### config.mk
export PLATFORM = sky130hd
export DESIGN_NAME = regfile_writeback_queue
export DESIGN_NICKNAME = d
export VERILOG_FILES = /design/src/rtl/riscv_wb_pkg.sv /design/src/rtl/regfile_writeback_queue_fwd_match.sv /design/src/rtl/regfile_writeback_queue.sv
export SDC_FILE = /design/constraint.sdc
export NUM_CORES = 1
export LEC_CHECK = 0
export CORE_UTILIZATION = 50
export CTS_CLUSTER_SIZE = 14
export DETAILED_ROUTE_END_ITERATION = 7
export GPL_TIMING_DRIVEN = 0
export PLACE_DENSITY_LB_ADDON = 0.2
export RECOVER_POWER = 25
export SYNTH_ARGS = -nofsm -noshare
export SYNTH_HDL_FRONTEND = slang
export SYNTH_SLANG_ARGS = --single-unit
### constraint.sdc
create_clock -name clk -period 7.6 [get_ports clk]
set_clock_uncertainty 0.1 [all_clocks]
set_input_delay 1.52 -clock clk [delete_from_list [all_inputs] [get_ports clk]]
set_output_delay 1.52 -clock clk [all_outputs]
set_load 0.05 [all_outputs]
### src/rtl/riscv_wb_pkg.sv
// Shared constants and types for the register-file writeback path.
package riscv_wb_pkg;

  localparam int unsigned REG_AW     = 5;
  localparam int unsigned REG_DW     = 32;
  localparam int unsigned LD_RESERVE = 1;

  typedef struct packed {
    logic [REG_AW-1:0] rd;
    logic [REG_DW-1:0] data;
  } wb_entry_t;

endpackage

### src/rtl/regfile_writeback_queue_fwd_match.sv
// Priority search over N {valid, rd, data} candidates; index 0 has highest priority.
module wb_fwd_match #(
  parameter int unsigned N  = 5,
  parameter int unsigned AW = 5,
  parameter int unsigned DW = 32
) (
  input  logic [N-1:0]  cand_valid,
  input  logic [AW-1:0] cand_rd   [N],
  input  logic [DW-1:0] cand_data [N],
  input  logic [AW-1:0] addr,
  output logic          hit,
  output logic [DW-1:0] data
);

  always_comb begin
    hit  = 1'b0;
    data = '0;
    for (int unsigned i = 0; i < N; i++) begin
      if (!hit && cand_valid[i] && (cand_rd[i] == addr)) begin
        hit  = 1'b1;
        data = cand_data[i];
      end
    end
  end

endmodule

### src/rtl/regfile_writeback_queue.sv
// Writeback FIFO feeding the register-file write port, with forwarding of
// in-flight destinations to decode.
module regfile_writeback_queue
  import riscv_wb_pkg::*;
#(
  parameter int unsigned DEPTH = 4,
  parameter int unsigned AW    = REG_AW,
  parameter int unsigned DW    = REG_DW
) (
  input  logic                     clk,
  input  logic                     reset,
  input  logic                     ld_valid,
  input  logic [AW-1:0]            ld_rd,
  input  logic [DW-1:0]            ld_data,
  output logic                     ld_ready,
  input  logic                     alu_valid,
  input  logic [AW-1:0]            alu_rd,
  input  logic [DW-1:0]            alu_data,
  output logic                     alu_ready,
  output logic [AW-1:0]            write_reg,
  output logic                     regwrite,
  output logic [DW-1:0]            writedata,
  input  logic [AW-1:0]            rd_addr1,
  input  logic [AW-1:0]            rd_addr2,
  output logic                     fwd_hit1,
  output logic [DW-1:0]            fwd_data1,
  output logic                     fwd_hit2,
  output logic [DW-1:0]            fwd_data2,
  output logic [$clog2(DEPTH):0]   count
);

  localparam int unsigned PW = $clog2(DEPTH);
  localparam int unsigned CW = PW + 1;

  logic [AW-1:0] q_rd   [DEPTH];
  logic [DW-1:0] q_data [DEPTH];
  logic [PW-1:0] head;
  logic [PW-1:0] tail;
  logic          push_ld;
  logic          push_alu;
  logic          pop;

  // Readiness uses only the registered count; the ALU limit keeps one slot for a load.
  assign ld_ready  = (count < CW'(DEPTH));
  assign alu_ready = (count < CW'(DEPTH - LD_RESERVE));
  assign push_ld   = ld_valid  && ld_ready;
  assign push_alu  = alu_valid && alu_ready;
  assign pop       = (count != '0);

  always_ff @(posedge clk) begin
    if (reset) begin
      head      <= '0;
      tail      <= '0;
      count     <= '0;
      regwrite  <= 1'b0;
      write_reg <= '0;
      writedata <= '0;
    end else begin
      if (push_ld) begin
        q_rd[tail]   <= ld_rd;
        q_data[tail] <= ld_data;
      end
      // The load is older, so the ALU result goes in the slot after it.
      if (push_alu) begin
        q_rd[tail + PW'(push_ld)]   <= alu_rd;
        q_data[tail + PW'(push_ld)] <= alu_data;
      end
      tail     <= tail + PW'(push_ld) + PW'(push_alu);
      regwrite <= pop;
      if (pop) begin
        write_reg <= q_rd[head];
        writedata <= q_data[head];
        head      <= head + PW'(1);
      end
      count <= count + CW'(push_ld) + CW'(push_alu) - CW'(pop);
    end
  end

  // Candidate j is the j-th newest queue entry; the output register is last.
  logic [DEPTH:0] cand_valid;
  logic [AW-1:0]  cand_rd   [DEPTH+1];
  logic [DW-1:0]  cand_data [DEPTH+1];

  always_comb begin
    for (int unsigned j = 0; j < DEPTH; j++) begin
      cand_valid[j] = (CW'(j) < count);
      cand_rd[j]    = q_rd[PW'(tail - PW'(j + 1))];
      cand_data[j]  = q_data[PW'(tail - PW'(j + 1))];
    end
    cand_valid[DEPTH] = regwrite;
    cand_rd[DEPTH]    = write_reg;
    cand_data[DEPTH]  = writedata;
  end

  wb_fwd_match #(.N(DEPTH + 1), .AW(AW), .DW(DW)) u_fwd1 (
    .cand_valid (cand_valid),
    .cand_rd    (cand_rd),
    .cand_data  (cand_data),
    .addr       (rd_addr1),
    .hit        (fwd_hit1),
    .data       (fwd_data1)
  );

  wb_fwd_match #(.N(DEPTH + 1), .AW(AW), .DW(DW)) u_fwd2 (
    .cand_valid (cand_valid),
    .cand_rd    (cand_rd),
    .cand_data  (cand_data),
    .addr       (rd_addr2),
    .hit        (fwd_hit2),
    .data       (fwd_data2)
  );

endmodule

== Word-level counts from Yosys, hierarchy flattened ==
Memories as Yosys holds them, arrays and structs flattened. A register that Yosys moved wholly into a read port is not among the register bits.
Index checks and enable logic that the tools add are counted.

* Flip-flop bits (word level): 8
* Bits in latches: 0
* Bits in writable memories: 148
* Memory bits (read-only): 0
* Memories kept: 2

* Add/sub/neg operators: 9
* $mul: 0
* Div/mod/pow operators: 0
* $lt $le $gt $ge: 6
* Equal/unequal tests: 10
* Shift-type cells: 0
* Mux-type cells: 28
* Bitwise operators: 0
* Reductions and logical operators: 29

{| class="wikitable"
|+ Memory list
! memory !! depth !! width !! read ports !! clocked after Yosys merged registers in !! wr ports !! line !! source
|-
| q_data || 4 || 32 || 5 || 2 || 2 || regfile_writeback_queue.sv:36 || <nowiki>logic [DW-1:0] q_data [DEPTH];</nowiki>
|-
| q_rd || 4 || 5 || 5 || 2 || 2 || regfile_writeback_queue.sv:35 || <nowiki>logic [AW-1:0] q_rd [DEPTH];</nowiki>
|}

{| class="wikitable"
|+ Operator list
! cell !! count
|-
| 32-bit 2-to-1 mux || 10
|-
| 5-bit equality test || 10
|-
| 1-bit logical AND || 20
|-
| 1-bit 2-to-1 mux || 16
|-
| 1-bit logical NOT || 8
|-
| 3-bit by 1-bit adder with 3-bit output || 2
|-
| 1-bit by 3-bit less-than comparator with 1-bit output, first input constant || 2
|-
| 2-bit by 3-bit less-than comparator with 1-bit output, first input constant || 2
|-
| 2-bit by 1-bit adder with 2-bit output || 2
|-
| 2-bit 2-to-1 mux || 2
|-
| 2-bit subtractor, second input constant || 2
|-
| 3-bit by 2-bit less-than comparator with 1-bit output, second input constant || 1
|-
| 3-bit less-than comparator, second input constant || 1
|-
| 3-bit nonzero test || 1
|-
| 3-bit by 1-bit subtractor with 3-bit output || 1
|-
| 2-bit by 1-bit adder with 2-bit output, second input constant || 1
|-
| 2-bit by 1-bit subtractor with 2-bit output, second input constant || 1
|}

== Depth between registers and ports, before layout ==
An unclocked memory read counts as a cell.

* Word-level depth: 21
* Mapped depth: 18
* Gate-level depth less buffers: 9

== By module ==
Synthesis repeated with hierarchy kept, for this count alone.

* Cell total of the unflattened synthesis: 1,394
* Area total of the unflattened synthesis: 17,062.6 um^2

{| class="wikitable"
|+ By module, submodules not included
! module !! times used !! cells an instance !! area an instance (um^2) !! sequential area each (um^2)
|-
| regfile_writeback_queue || 1 || 722 || 12,816.0 || 5,345.1
|-
| wb_fwd_match || 2 || 336 || 2,123.3 || 0.0
|}

== Worst setup path before layout ==
Ideal clock, no wire load.

* Kind: register to output
* From: register tail[0]
* To: output fwd_data2[10]
* Arrival time: 4.892 ns
* Required time: 5.980 ns
* Path slack: 1.088 ns
* Cell stages (with the launch flop): 18
* Path buffers: 8
* Path through: dfxtp_1 buf_4 buf_2 buf_4 buf_2 buf_2 inv_1 ha_1 buf_1 mux4_2 xor2_1 nor4_4 and2_0 buf_2 buf_4 nand3_1 a31o_2 a31oi_1

* Word-level cells in the longest chain between the ends: 21
* Elaborated cells between the ends (all ways): 30

{| class="wikitable"
|+ Ends and longest elaborated chain
! element !! line !! source
|-
| from (decl) || regfile_writeback_queue.sv:38 || <nowiki>logic [PW-1:0] tail;</nowiki>
|-
| from (signal assigned) || regfile_writeback_queue.sv:68 || <nowiki>tail <= tail + PW'(push_ld) + PW'(push_alu);</nowiki>
|-
| 2-bit by 1-bit subtractor with 2-bit output || regfile_writeback_queue.sv:87, regfile_writeback_queue.sv:88 ||
|-
| memory read 4 x 5 bit || -- ||
|-
| 5-bit equality test || regfile_writeback_queue_fwd_match.sv:19 || <nowiki>if (!hit && cand_valid[i] && (cand_rd[i] == addr)) begin</nowiki>
|-
| 1-bit logical AND || regfile_writeback_queue_fwd_match.sv:19 ||
|-
| 1-bit 2-to-1 mux || regfile_writeback_queue_fwd_match.sv:19 ||
|-
| 1-bit logical NOT || regfile_writeback_queue_fwd_match.sv:19 ||
|-
| 1-bit logical AND (2 in series) || regfile_writeback_queue_fwd_match.sv:19 ||
|-
| 1-bit 2-to-1 mux || regfile_writeback_queue_fwd_match.sv:19 ||
|-
| 1-bit logical NOT || regfile_writeback_queue_fwd_match.sv:19 ||
|-
| 1-bit logical AND (2 in series) || regfile_writeback_queue_fwd_match.sv:19 ||
|-
| 1-bit 2-to-1 mux || regfile_writeback_queue_fwd_match.sv:19 ||
|-
| 1-bit logical NOT || regfile_writeback_queue_fwd_match.sv:19 ||
|-
| 1-bit logical AND (2 in series) || regfile_writeback_queue_fwd_match.sv:19 ||
|-
| 1-bit 2-to-1 mux || regfile_writeback_queue_fwd_match.sv:19 ||
|-
| 1-bit logical NOT || regfile_writeback_queue_fwd_match.sv:19 ||
|-
| 1-bit logical AND (2 in series) || regfile_writeback_queue_fwd_match.sv:19 ||
|-
| 32-bit 2-to-1 mux * || regfile_writeback_queue_fwd_match.sv:19 ||
|-
| to (decl) || regfile_writeback_queue.sv:28 || <nowiki>output logic [DW-1:0] fwd_data2,</nowiki>
|}

Every way passes the cells marked *; elsewhere a longest branch is shown, timed or not.

== Final worst setup path ==
* From: register tail[0]
* To: output fwd_data1[21]

* Word-level cells in the longest chain between the ends: 21
* Elaborated cells between the ends (all ways): 30

{| class="wikitable"
|+ Ends and longest elaborated chain
! element !! line !! source
|-
| 2-bit by 1-bit subtractor with 2-bit output || regfile_writeback_queue.sv:87, regfile_writeback_queue.sv:88 ||
|-
| memory read 4 x 5 bit || -- ||
|-
| 5-bit equality test || regfile_writeback_queue_fwd_match.sv:19 ||
|-
| 1-bit logical AND || regfile_writeback_queue_fwd_match.sv:19 ||
|-
| 1-bit 2-to-1 mux || regfile_writeback_queue_fwd_match.sv:19 ||
|-
| 1-bit logical NOT || regfile_writeback_queue_fwd_match.sv:19 ||
|-
| 1-bit logical AND (2 in series) || regfile_writeback_queue_fwd_match.sv:19 ||
|-
| 1-bit 2-to-1 mux || regfile_writeback_queue_fwd_match.sv:19 ||
|-
| 1-bit logical NOT || regfile_writeback_queue_fwd_match.sv:19 ||
|-
| 1-bit logical AND (2 in series) || regfile_writeback_queue_fwd_match.sv:19 ||
|-
| 1-bit 2-to-1 mux || regfile_writeback_queue_fwd_match.sv:19 ||
|-
| 1-bit logical NOT || regfile_writeback_queue_fwd_match.sv:19 ||
|-
| 1-bit logical AND (2 in series) || regfile_writeback_queue_fwd_match.sv:19 ||
|-
| 1-bit 2-to-1 mux || regfile_writeback_queue_fwd_match.sv:19 ||
|-
| 1-bit logical NOT || regfile_writeback_queue_fwd_match.sv:19 ||
|-
| 1-bit logical AND (2 in series) || regfile_writeback_queue_fwd_match.sv:19 ||
|-
| 32-bit 2-to-1 mux * || regfile_writeback_queue_fwd_match.sv:19 ||
|-
| to (decl) || regfile_writeback_queue.sv:26 || <nowiki>output logic [DW-1:0] fwd_data1,</nowiki>
|}

Marked as above.

==> summary.txt <==
Route
  – Final Routed Wirelength: around 65,000 microns
  – Router iterations before antenna repair: 6
  – Vias per cell: 7.46
  – Routed WL per cell: approximately 32 microns
  – Post-DRT Antenna Nets: 0
  – DRC: 0
  – Vias: 15,000
  – DR iter-0 viols: approximately 2,600

Finish
  – Top Registers: q_data (128), writedata (32), q_rd (20)
  – Area grow syn2layout: 19.1%
  – Largest Register: q_data
  – Fillers: 2,569
  – Sequential cell area: approximately 0.0053 sq mm
  – Ant diodes: 0
  – Max reg flops: between 100 and 150
  – Final net count: 1,688
  – Layout cells sized above 1: between 30% and 40%
  – Multi-input logic area: 0.0100 sq mm
  – Core Util, Final: roughly 61%

Yosys
  – Syn_area_per_cell: about 12 sq um
  – Number of enable flip-flop cells after synthesis: 148
  – Sequential area share after synthesis: 33.0%
  – Cell variety after synth: 58
  – Fraction of registers with async set or reset after synthesis: 0%
  – YS warnings: 0
  – Seq cells post-synth: ~190
  – Syn Std Cell Area: roughly 0.016 sq mm
  – Top_reg_cell synth: edfxtp_1
  – Syn_nets: 1,478
  – Share of the synthesized area in the top cell type: between 20% and 30%
  – Mapped Cells: around 1,400
  – Ranking of synthesized cells by area: edfxtp_1 (27%), mux4_2 (26%), mux2_2 (10%)
  – Cell taking the most area after synthesis: edfxtp_1

Worst setup path
  – Crit-path max FO: 10
  – Reg2Reg Depth: 9
  – Crit end category: output pin
  – Startpoint Class: flip-flop
  – Worst Path Required: approximately 6.0 ns
  – Critical R2R Launch: tail[1]
  – Crit path largest cell delay: about 0.48 ns
  – Delay-heaviest family, CP: buffers and inverters
  – Worst Setup Path Type: flip-flop to output pin
  – Critical path cell sequence: buf_4 -> buf_4 -> buf_6 -> buf_4 -> buf_4 -> inv_1 -> ha_1 -> buf_2 -> mux4_2 -> xnor2_1 -> nand4_1 -> or2_0 -> buf_2 -> nand4_2 -> or2_1 -> buf_2 -> buf_6 -> a31oi_1 -> clkdlybuf4s15_2
  – CP Launch Point: tail[0]
  – Bufs and invs on worst path: 11
  – CP Depth: 19
  – CP max stage cell: dfxtp_2
  – CP most frequent cell: buf_4
  – Crit path DAT: a little under 6 ns

Timing
  – Max Slew Vio Count: 0
  – Period minus WS final: between 7 and 8 ns
  – Worst setup margin: 0.0570 ns
  – Max Fclk: between 100 and 150 MHz
  – Fin crit share: approximately 99%
  – Sum Neg Setup Slack: 0 ns
  – Worst-margin pin slew: between 1 and 1.5 ns
  – Final setup vio count: 0
  – Max_slew headroom: approximately 17%
  – Fin Hold WS: between 0.4 and 0.5 ns
  – RSZ-0062 raised after global routing: false
  – Fin. Hold Viols: 0

Pwr
  – Leak: around 6.4 nW
  – Pwr Density: ~430 mW/mm^2
  – Peak supply drop: 0.272 mV

Global route
  – Antenna violations before repair: 2
  – Largest net degree at the start of global routing: 27
  – First-pass GRT wire length: between 90,000 and 100,000 microns
  – Grt ovf: 0
  – Vias in the first global route: around 14,000
  – Total track usage: between 30% and 40%

Flow run
  – Max Cap Viol: 0

Outcome
  – Run status: finished clean

Clock tree
  – H-tree Lvls: 4
  – TritonCTS Buffers: 17
  – Clk buf depth: 2
  – Clk_lat worst skew: about 0.48 ns
  – Hold_buf cts: 0
  – Root Buffer: clkbuf_16
  – Worst-path clk slew: about 0.080 ns
  – CTS Sinks: a little under 200
  – CTS tree: done

Min path
  – Min-delay worst type: flip-flop to flip-flop
  – Hold Startpoint: writedata[28]
  – Hold path depth: 2

Die
  – Die Area: between 0.03 and 0.04 sq mm
  – Initial Utilization: 51.0%
  – Die width: 182 microns
  – Core area: 0.0317 sq mm
  – Number of placed I/O pins: about 200
  – Num rows: 65
  – Die height: roughly 180 microns

Placement
  – Port Buffers: about 190
  – Detailed placement HPWL: approximately 45,000 microns
  – Gpl congestion: between 0.9 and 1
  – Place WS: -1.14 ns
## worst paths after layout
kind / end / slack [ns]
worst max-delay path: fwd_data1[21] / 0.06
worst min-delay path: writedata[28] / 0.41
worst max register to register: q_data[1][15] / 2.98
worst min register to register: writedata[28] / 0.41
## area by class of cell
type / count / share of cell area, %
Sequential cell: 193 / 27.7
Tap cell: 402 / 2.61
Clock inverter: 14 / 0.812
Timing Repair Buffer: 192 / 9.90
Clock buffer: 18 / 2.23
Multi-Input combinational cell: 1001 / 52.1
Buffer: 148 / 3.93
Inverter: 36 / 0.701
## where the power goes
group	total (W)	internal (W)	leakage, nW	switching, W
sequential	0.00172	0.00143	1.72	0.000293
combinational	0.00560	0.00212	4.37	0.00348
clock	0.000948	0.000490	0.273	0.000458
total	0.00827	0.00403	6.36	0.00423
## cell usage in the layout, fill, tap and decap left out, types with 17 or more instances in the layout
master	synthesis	routed
o22a_1	23	23
inv_1	36	36
mux2_2	149	149
o221ai_1	31	31
nor2_1	72	72
nor3_1	45	45
xnor2_1	31	31
a21oi_1	39	39
nand2b_1	37	37
a31oi_1	40	37
clkdlybuf4s15_2	0	41
dlygate4sd3_1	0	45
clkdlybuf4s50_1	0	77
dfxtp_1	45	44
edfxtp_1	148	148
xor2_1	24	24
mux4_2	184	184
clkbuf_2	0	21
buf_2	39	43
a22o_1	23	23
nand2_1	134	132
nand4_1	58	58
clkbuf_16	0	17
clkbuf_1	81	71
## cell usage after synthesis (all sizes together), types with 31 or more instances
library cell / count
clkbuf: 81
xnor2: 31
a21oi: 39
mux2: 149
inv: 36
nor3: 46
o221ai: 31
nor2: 73
mux4: 184
nand2b: 37
nand4: 59
a31oi: 40
edfxtp: 148
buf: 68
nand2: 135
dfxtp: 45
## stage by stage
step           total power (W)  area, sq um  cells
6_report               0.00827        19300   2004
3_5_place_dp           0.00720        18600   1971
5_1_grt                0.00849        19300   2004
2_1_floorplan          0.00542        16200   1379
3_3_place_gp           0.00714        18500   1967
4_1_cts                0.00811        19300   2003
## per-layer routing
metal | share of wire (%) | vias up | GRT usage [%]
met3 | 15 | 285 | 11.8
met4 | 5.5 | 0 | 21.9
met1 | 36 | 7279 | 53.4
met2 | 43 | 1487 | 57.1
li1 | - | 5902 | -
met5 | 0 | - | 0
## worst min-delay path, stage by stage, from the launching register on
cell and delay [ns]:
dfxtp_1 0.35, nand2_1 0.07, a21oi_1 0.05
## kinds of logic (layout without fill, tap and decap cells)
| kind of cell | after synthesis | in the layout | synth area share, % |
|---|---|---|---|
| compound gates | 201 | 201 | 9.48 |
| flops | 193 | 193 | 33.0 |
| mux | 334 | 334 | 36.0 |
| buf+inv | 185 | 408 | 5.22 |
| xor+xnor | 55 | 55 | 2.98 |
| fa+ha+maj | 11 | 11 | 0.943 |
| simple gates | 400 | 400 | 12.3 |
## timing repair
action	4_1_cts	5_1_grt
resized for setup	224	61
pin swaps	1	1
setup buffers	1	1
endpoints found under the setup margin	66	65
gates cloned	0	0
Note: power is estimated with default switching activity, not from simulation.
